==> src/rtl/pe_operand_feeder_pkg.sv <==
// pe_operand_feeder_pkg: shared FSM state encoding and timing constants for the PE operand feeder
package pe_operand_feeder_pkg;
  typedef enum logic [1:0] {IDLE = 2'd0, ISSUE = 2'd1, DRAIN = 2'd2, HOLD = 2'd3} state_t;
  localparam int DRAIN_CYCLES = 3;
  localparam int FRAC_BITS = 8;
endpackage

==> src/rtl/pe_operand_feeder_operand_pipe.sv <==
// pe_operand_feeder_operand_pipe: delays rd_en one cycle to match memory latency (clk, reset, rd_en, mem_data_a/b in; floatA/B zero-gated operands out)
module pe_operand_feeder_operand_pipe
  import pe_operand_feeder_pkg::*;
#(
  parameter int DATA_WIDTH = 16
) (
  input  logic                  clk,
  input  logic                  reset,
  input  logic                  rd_en,
  input  logic [DATA_WIDTH-1:0] mem_data_a,
  input  logic [DATA_WIDTH-1:0] mem_data_b,
  output logic [DATA_WIDTH-1:0] floatA,
  output logic [DATA_WIDTH-1:0] floatB
);
  logic v1;
  always_ff @(posedge clk or posedge reset)
    if (reset) begin
      v1     <= 1'b0;
      floatA <= '0;
      floatB <= '0;
    end else begin
      v1     <= rd_en;
      floatA <= v1 ? mem_data_a : '0;
      floatB <= v1 ? mem_data_b : '0;
    end
endmodule

==> src/rtl/pe_operand_feeder.sv <==
// pe_operand_feeder: sequences one dot product through a MAC PE (start/len/base_a/base_b in; busy, rd_en, addr_a/b, pe_reset, floatA/B, out_data/out_valid out; out_ready in)
module pe_operand_feeder
  import pe_operand_feeder_pkg::*;
#(
  parameter int DATA_WIDTH = 16,
  parameter int ADDR_WIDTH = 10,
  parameter int LEN_WIDTH  = 10
) (
  input  logic                  clk,
  input  logic                  reset,
  input  logic                  start,
  input  logic [LEN_WIDTH-1:0]  len,
  input  logic [ADDR_WIDTH-1:0] base_a,
  input  logic [ADDR_WIDTH-1:0] base_b,
  output logic                  busy,
  output logic                  rd_en,
  output logic [ADDR_WIDTH-1:0] addr_a,
  output logic [ADDR_WIDTH-1:0] addr_b,
  input  logic [DATA_WIDTH-1:0] mem_data_a,
  input  logic [DATA_WIDTH-1:0] mem_data_b,
  output logic                  pe_reset,
  output logic [DATA_WIDTH-1:0] floatA,
  output logic [DATA_WIDTH-1:0] floatB,
  input  logic [DATA_WIDTH-1:0] pe_result,
  output logic [DATA_WIDTH-1:0] out_data,
  output logic                  out_valid,
  input  logic                  out_ready
);
  state_t state, next;
  logic [LEN_WIDTH-1:0] idx, len_r;
  logic [1:0] dcnt;
  logic issue_last, drain_last;
  assign issue_last = idx == len_r - 1'b1;
  assign drain_last = dcnt == 2'(DRAIN_CYCLES - 1);
  always_comb begin
    next = state;
    next = state == IDLE  ? (start ? (len != '0 ? ISSUE : DRAIN) : IDLE) :
           state == ISSUE ? (issue_last ? DRAIN : ISSUE) :
           state == DRAIN ? (drain_last ? HOLD : DRAIN) :
                            (out_ready ? IDLE : HOLD);
  end
  always_ff @(posedge clk or posedge reset)
    if (reset) state <= IDLE;
    else state <= next;
  always_ff @(posedge clk or posedge reset)
    if (reset) begin
      idx       <= '0;
      len_r     <= '0;
      dcnt      <= '0;
      busy      <= 1'b0;
      rd_en     <= 1'b0;
      addr_a    <= '0;
      addr_b    <= '0;
      pe_reset  <= 1'b1;
      out_data  <= '0;
      out_valid <= 1'b0;
    end else begin
      busy      <= next != IDLE;
      rd_en     <= next == ISSUE;
      pe_reset  <= !(next == ISSUE || next == DRAIN);
      out_valid <= next == HOLD;
      dcnt      <= state == DRAIN ? dcnt + 1'b1 : '0;
      if (state == IDLE && start) begin
        idx    <= '0;
        len_r  <= len;
        addr_a <= base_a;
        addr_b <= base_b;
      end
      if (state == ISSUE) begin
        idx <= idx + 1'b1;
        if (!issue_last) begin
          addr_a <= addr_a + 1'b1;
          addr_b <= addr_b + 1'b1;
        end
      end
      if (state == DRAIN && drain_last) out_data <= pe_result;
    end
  pe_operand_feeder_operand_pipe #(.DATA_WIDTH(DATA_WIDTH)) operand_pipe (
    .clk       (clk),
    .reset     (reset),
    .rd_en     (rd_en),
    .mem_data_a(mem_data_a),
    .mem_data_b(mem_data_b),
    .floatA    (floatA),
    .floatB    (floatB)
  );
endmodule

==> config.mk <==
export PLATFORM = sky130hd
export DESIGN_NAME = pe_operand_feeder
export DESIGN_NICKNAME = d
export VERILOG_FILES = /design/src/rtl/pe_operand_feeder_pkg.sv /design/src/rtl/pe_operand_feeder_operand_pipe.sv /design/src/rtl/pe_operand_feeder.sv
export SDC_FILE = /design/constraint.sdc
export NUM_CORES = 1
export LEC_CHECK = 0
export CAP_MARGIN = 20
export CORE_ASPECT_RATIO = 1.1
export CORE_MARGIN = 5
export CORE_UTILIZATION = 45
export DETAILED_ROUTE_END_ITERATION = 7
export PLACE_DENSITY = 0.8
export SYNTH_ARGS = -nofsm -noshare
export SYNTH_HDL_FRONTEND = slang
export SYNTH_SLANG_ARGS = --single-unit
==> constraint.sdc <==
create_clock -name clk -period 3.8 [get_ports clk]
set_input_delay 0.76 -clock clk [delete_from_list [all_inputs] [get_ports clk]]
set_output_delay 0.76 -clock clk [all_outputs]
set_load 0.03 [all_outputs]
## After elaboration in Yosys (flattened, before gate mapping)

Cells that the tools add are included.

- Bits in registers: 97
- Word-level logic and storage cells: 53
- Output and inout port bits: 72

- Equal/unequal tests: 7
- Reductions and logical operators: 8
- Add/subtract/negate cells: 5
- Mux-type cells: 19

Operators by type and width:

| operator | number |
|---|---|
| 2-to-1 mux 10 bit | 8 |
| 2-to-1 mux 16 bit | 2 |
| adder 10 x 1 -> 10 bit (second input constant) | 3 |
| 2-to-1 mux 2 bit | 8 |
| equality test 10 bit | 1 |
| nonzero test 10 bit | 1 |
| subtractor 10 x 1 -> 10 bit (second input constant) | 1 |
| equality test 2 bit (second input constant) | 4 |
| equality test 2 x 1 -> 1 bit (second input constant) | 2 |
| nonzero test 2 bit | 2 |
| adder 2 x 1 -> 2 bit (second input constant) | 1 |
| logical AND 1 bit | 2 |
| logical NOT 2 bit | 1 |
| logical NOT 1 bit | 1 |
| logical OR 1 bit | 1 |
| 2-to-1 mux 1 bit | 1 |

## Logic depth before layout (Yosys ltp)

- Depth after elaboration: 8
- Depth in mapped cells: 11
- Mapped depth without buffers: 10

## By module

From an unflattened synthesis, not the netlist that was laid out.

- Cells, all modules: 398
- Area, all modules: 4429.2 um^2

By module, submodules not included:

| module | area an instance (um^2) | seq. area each (um^2) | instances | cells each |
|---|---|---|---|---|
| pe_operand_feeder | 3344.5 | 1602.8 | 1 | 329 |
| pe_operand_feeder_operand_pipe | 1084.8 | 825.8 | 1 | 69 |

## Least setup slack after synthesis

Ideal clock, no wire load.

- Path type: reg-to-reg
- Start point: register len_r[2]
- End point: register out_valid
- Cell stages (with the launch flop): 10
- Buffers on the path: 1
- Setup slack: 1.062 ns
- Data required time: 3.679 ns
- Data arrival time: 2.617 ns
- Setup time: 0.121 ns
- Cell sequence: dfrtp_1 or3_1 or4_1 a2111oi_2 and4b_4 a21oi_2 buf_6 nor2_1 inv_1 ha_1

- Word-level cells in the longest chain between the ends: 6

RTL lines:

| element | RTL line | RTL |
|---|---|---|
| from (decl) | pe_operand_feeder.sv:30 | `logic [LEN_WIDTH-1:0] idx, len_r;` |
| from (signal assigned) | pe_operand_feeder.sv:65 | `len_r <= len;` |
| subtractor 10 x 1 -> 10 bit | pe_operand_feeder.sv:33 | `assign issue_last = idx == len_r - 1'b1;` |
| equality test 10 bit | pe_operand_feeder.sv:33 |  |
| 2-to-1 mux 2 bit (2 in a row) | pe_operand_feeder.sv:38 | `state == ISSUE ? (issue_last ? DRAIN : ISSUE) :` |
| 2-to-1 mux 2 bit | pe_operand_feeder.sv:37 | `next = state == IDLE ? (start ? (len != '0 ? ISSUE : DRAIN) : IDLE) :` |
| net next[0] | pe_operand_feeder.sv:29 | `state_t state, next;` |
| equality test 2 bit | pe_operand_feeder.sv:61 | `out_valid <= next == HOLD;` |
| to (signal assigned) | pe_operand_feeder.sv:56 | `out_valid <= 1'b0;` |
| to (signal assigned) | pe_operand_feeder.sv:61 |  |
| to (decl) | pe_operand_feeder.sv:26 | `output logic out_valid,` |

The timed path passes the listed nets, and every way through them passes these cells.
A chain may end at the register's enable or synchronous reset.

## Worst setup path in the final report

- Start point: register len_r[2]
- End point: register pe_reset

- Word-level cells in the longest chain between the ends: 8
- Elaborated cells between the ends (all ways): 9
- Those cells by class: add/sub: 1; eq/ne: 3; mux: 3; reduce/logical: 2

RTL lines:

| element | RTL line | RTL |
|---|---|---|
| subtractor 10 x 1 -> 10 bit * | pe_operand_feeder.sv:33 |  |
| equality test 10 bit * | pe_operand_feeder.sv:33 |  |
| 2-to-1 mux 2 bit * (2 in a row) | pe_operand_feeder.sv:38 |  |
| 2-to-1 mux 2 bit * | pe_operand_feeder.sv:37 |  |
| equality test 2 x 1 -> 1 bit or equality test 2 bit (tied branches) | pe_operand_feeder.sv:60 | `pe_reset <= !(next == ISSUE \|\| next == DRAIN);` |
| logical OR 1 bit * | pe_operand_feeder.sv:60 |  |
| logical NOT 1 bit * | pe_operand_feeder.sv:60 |  |
| to (signal assigned) | pe_operand_feeder.sv:60 |  |
| to (decl) | pe_operand_feeder.sv:21 | `output logic pe_reset,` |

Every way passes the cells marked *; elsewhere a longest branch is shown, timed or not.

==> metrics.csv <==
stage,metric,value,unit
critical_path,critical path type,register to register,
final_layout,diode count,0,
final_layout,final core utilization,0.663,
critical_path,CP Capture Type,register,
critical_path,critical path arrival,3.38,ns
timing,final-report max-slew violation count,0,
global_routing,met3 Use GR,0.0419,
power_and_ir_drop,clock power share,0.160,
detailed_routing,post-DR vias/cell,5.27,
power_and_ir_drop,power per standard cell area,771,nW/µm²
critical_path,Reg2Reg Depth,8,
critical_path,max incr delay on CP,0.62,ns
detailed_routing,Routed Antenna Nets,0,
timing,Hold WS,0.384,ns
detailed_routing,Routed Wire Length,11.2,mm
cts,Root Buffer,clkbuf_8,
die,Starting Density,0.465,
cts,Setup Buffers After CTS,0,
synth,Mapped Nets,496,
die,Top Ports,154,
cts,Resized cells post-CTS,0,
synth,top cell type's share of synthesized area,0.547,
global_routing,vias in the first global route,3710,
timing,RSZ-0062 raised after global routing,no,
die,Rows,37,
synth,most frequent cell after synthesis,dfrtp_1,
power_and_ir_drop,logic gate share of total power,0.480,
critical_path,CP Max Fanout,18,
global_routing,M2 GR Usage,0.353,
cts,CTS tree,done,
power_and_ir_drop,Worst VDD drop,0.497,mV
timing,Final setup viols,0,
final_layout,Nets,646,
power_and_ir_drop,Pleak,2.70,nW
synth,cell type with the largest total area after synthesis,dfrtp_1,
timing,FMAX,326,MHz
synth,syn avg cell area,10.8,µm²
global_routing,global route hottest layer,met2,
final_layout,fraction of layout cells with a size suffix above 1,0.0963,
detailed_routing,WL/cell,16.4,µm
synth,Post-synth EDFFs,0,
placement,Port Buffer Count,153,
cts,clk_lat worst skew,0.36,ns
global_routing,largest net degree at the start of global routing,67,
synth,Cell variety after synth,54,
synth,ys flop type,dfrtp_1,
timing,worst-margin pin slew,0.982,ns
detailed_routing,drt first pass iters,4,
worst_hold_path,WHS Path Cells,0,
power_and_ir_drop,Sw Ratio,0.417,
critical_path,"Cell Chain, Critical Path",nor3_1 > and3_1 > a211oi_1 > o31ai_1 > a21oi_2 > nand2b_1 > ha_1 > inv_1,
die,Die ar.,11800,µm²
status,status,completed,
global_routing,initial antenna violation count,0,
run,# Max-Cap Violations,0,
power_and_ir_drop,Sw Pwr,2.01,mW
placement,DP HPWL,8.56,mm
detailed_routing,DRT iter0 DRCs,126,
die,Die W,104,µm
timing,Tcrit/Tclk final,0.807,
synth,"Warnings, synthesis",0,
final_layout,Seq. cell area,2430,µm²
timing,Period minus WS final,3.07,ns
global_routing,Overflow after GRT,0,
critical_path,Critical Path Stages,8,
global_routing,Tot GR Track Use,0.190,
synth,synthesized cell area,4390,µm²
synth,synth top area cells,"dfrtp_1, and2_1, nand2_1, mux2_2, nor2_1",
die,core box area,9440,µm²
die,Die Y,114,µm
final_layout,Layout area overhead,42.5,%
timing,Slew headroom,0.344,
critical_path,CP required,4.11,ns
cts,clock transition at the registers of the reported paths,0.10,ns
cts,CTS Hold Bufs,0,
synth,Syn Inst Count,406,
timing,clk_skew,0.00967,ns
synth,ys async rst share,1.00,
synth,"Seq/Total Area, Yosys",0.553,
cts,TritonCTS Buffers,9,
timing,setup tns final,0,ns
power_and_ir_drop,P_int,2.82,mW
global_routing,wire length of the first global-routing pass,18.3,mm
synth,most frequent cells after synthesis,"dfrtp_1, nand2_1, and2_1",
final_layout,footprint of the multi-input gates,1850,µm²
placement,GP Congestion,0.873,
detailed_routing,routed vias,3570,
final_layout,filler instances,782,
synth,"flops & latches, synth",97,
worst_hold_path,HP Class,register to register,
cts,H-tree levels,3,
detailed_routing,# DRC,0,
timing,"Hold Vio Cnt, Final",0,
cts,clock sink total,97,
power_and_ir_drop,total power,4.83,mW
critical_path,startpoint types,register,
power_and_ir_drop,Seq pwr share,0.360,
global_routing,M1 GR Usage,0.215,
critical_path,"Buf+Inv Stages, Crit Path",1,
critical_path,"Max stage delay cell, worst path",o31ai_1,
critical_path,CP top delay family,simple AND/OR/NAND/NOR gates,
cts,Clock Path Buffers,2,
metrics by stage:
stage | area (µm²) | instances | setup slack (ns)
after floorplan | 4390 | 406 | 0.508
after global placement | 6030 | 662 | 0.860
after detailed placement | 6030 | 662 | 0.782
after CTS | 6260 | 678 | 0.747
after global routing | 6260 | 678 | 0.437
final | 6260 | 678 | 0.732
metal layers:
layer  up-vias  part of all wire
li1       1713                 -
met1      1731              0.38
met2       116              0.55
met3        10             0.058
met4         0             0.015
met5         -                 0
area by class of cell:
cell class	count	share of cell area
tap	117	0.0234
clock buffer	10	0.0220
inverter	9	0.00579
timing repair buffer	156	0.250
multi-input combinational	283	0.295
sequential	97	0.388
clock inverter	6	0.0156
power by group through the flow:
stage                     Clock (mW)  Combinational [mW]  Sequential (mW)
final                          0.772                2.32             1.74
after global routing           0.842                2.50             1.80
after CTS                      0.795                2.34             1.74
after detailed placement           0                2.32             1.76
after global placement             0                2.26             1.73
after floorplan                    0               0.968             2.20
state kept, by name, summed over array words and instances, names as in the netlist:
signal               flops
busy                     1
state                    2
rd_en                    1
idx                     10
operand_pipe.floatB     16
dcnt                     2
operand_pipe.floatA     16
addr_a                  10
len_r                   10
out_data                16
pe_reset                 1
addr_b                  10
operand_pipe.v1          1
out_valid                1
logic make-up (layout without fill, tap and decap cells):
kind of cell               Yosys count  after routing  synth area share
adders and majority gates            8              8            0.0228
xor gates and xnor gates            12             12            0.0239
buffers and inverters               26            181            0.0265
muxes                               22             22            0.0547
DFF                                 97             97             0.553
AOI/OAI and AO/OA                   62             62             0.111
and+or+nand+nor                    179            179             0.208
path summary, 6_finish.rpt:
kind	from	to	slack (ns)
min in group asynchronous	reset	operand_pipe.floatA[6]	0.90
min	rd_en	operand_pipe.v1	0.38
max	len_r[2]	pe_reset	0.73
max reg2reg	len_r[2]	pe_reset	0.73
min reg2reg	rd_en	operand_pipe.v1	0.38
max in group asynchronous	reset	addr_a[2]	2.22
cells in the final DEF, fill, tap and decap left out, types with 3 or more instances in the layout:
master and n:
clkdlybuf4s50_1 153, dfrtp_1 96, nand2_1 53, and2_1 33, nor2_1 30, o21ai_0 20, mux2_2 16, nor3_1 13
and3_1 12, nand3_1 10, clkbuf_8 10, inv_1 8, ha_1 8, xor2_1 6, mux2i_1 6, a211oi_1 6
xnor2_1 6, nand4_1 5, nand2b_1 3, nor4_1 3, a21oi_1 3, a31oi_1 3, or3_1 3, a311oi_2 3
(Power assumes the default switching activity.)
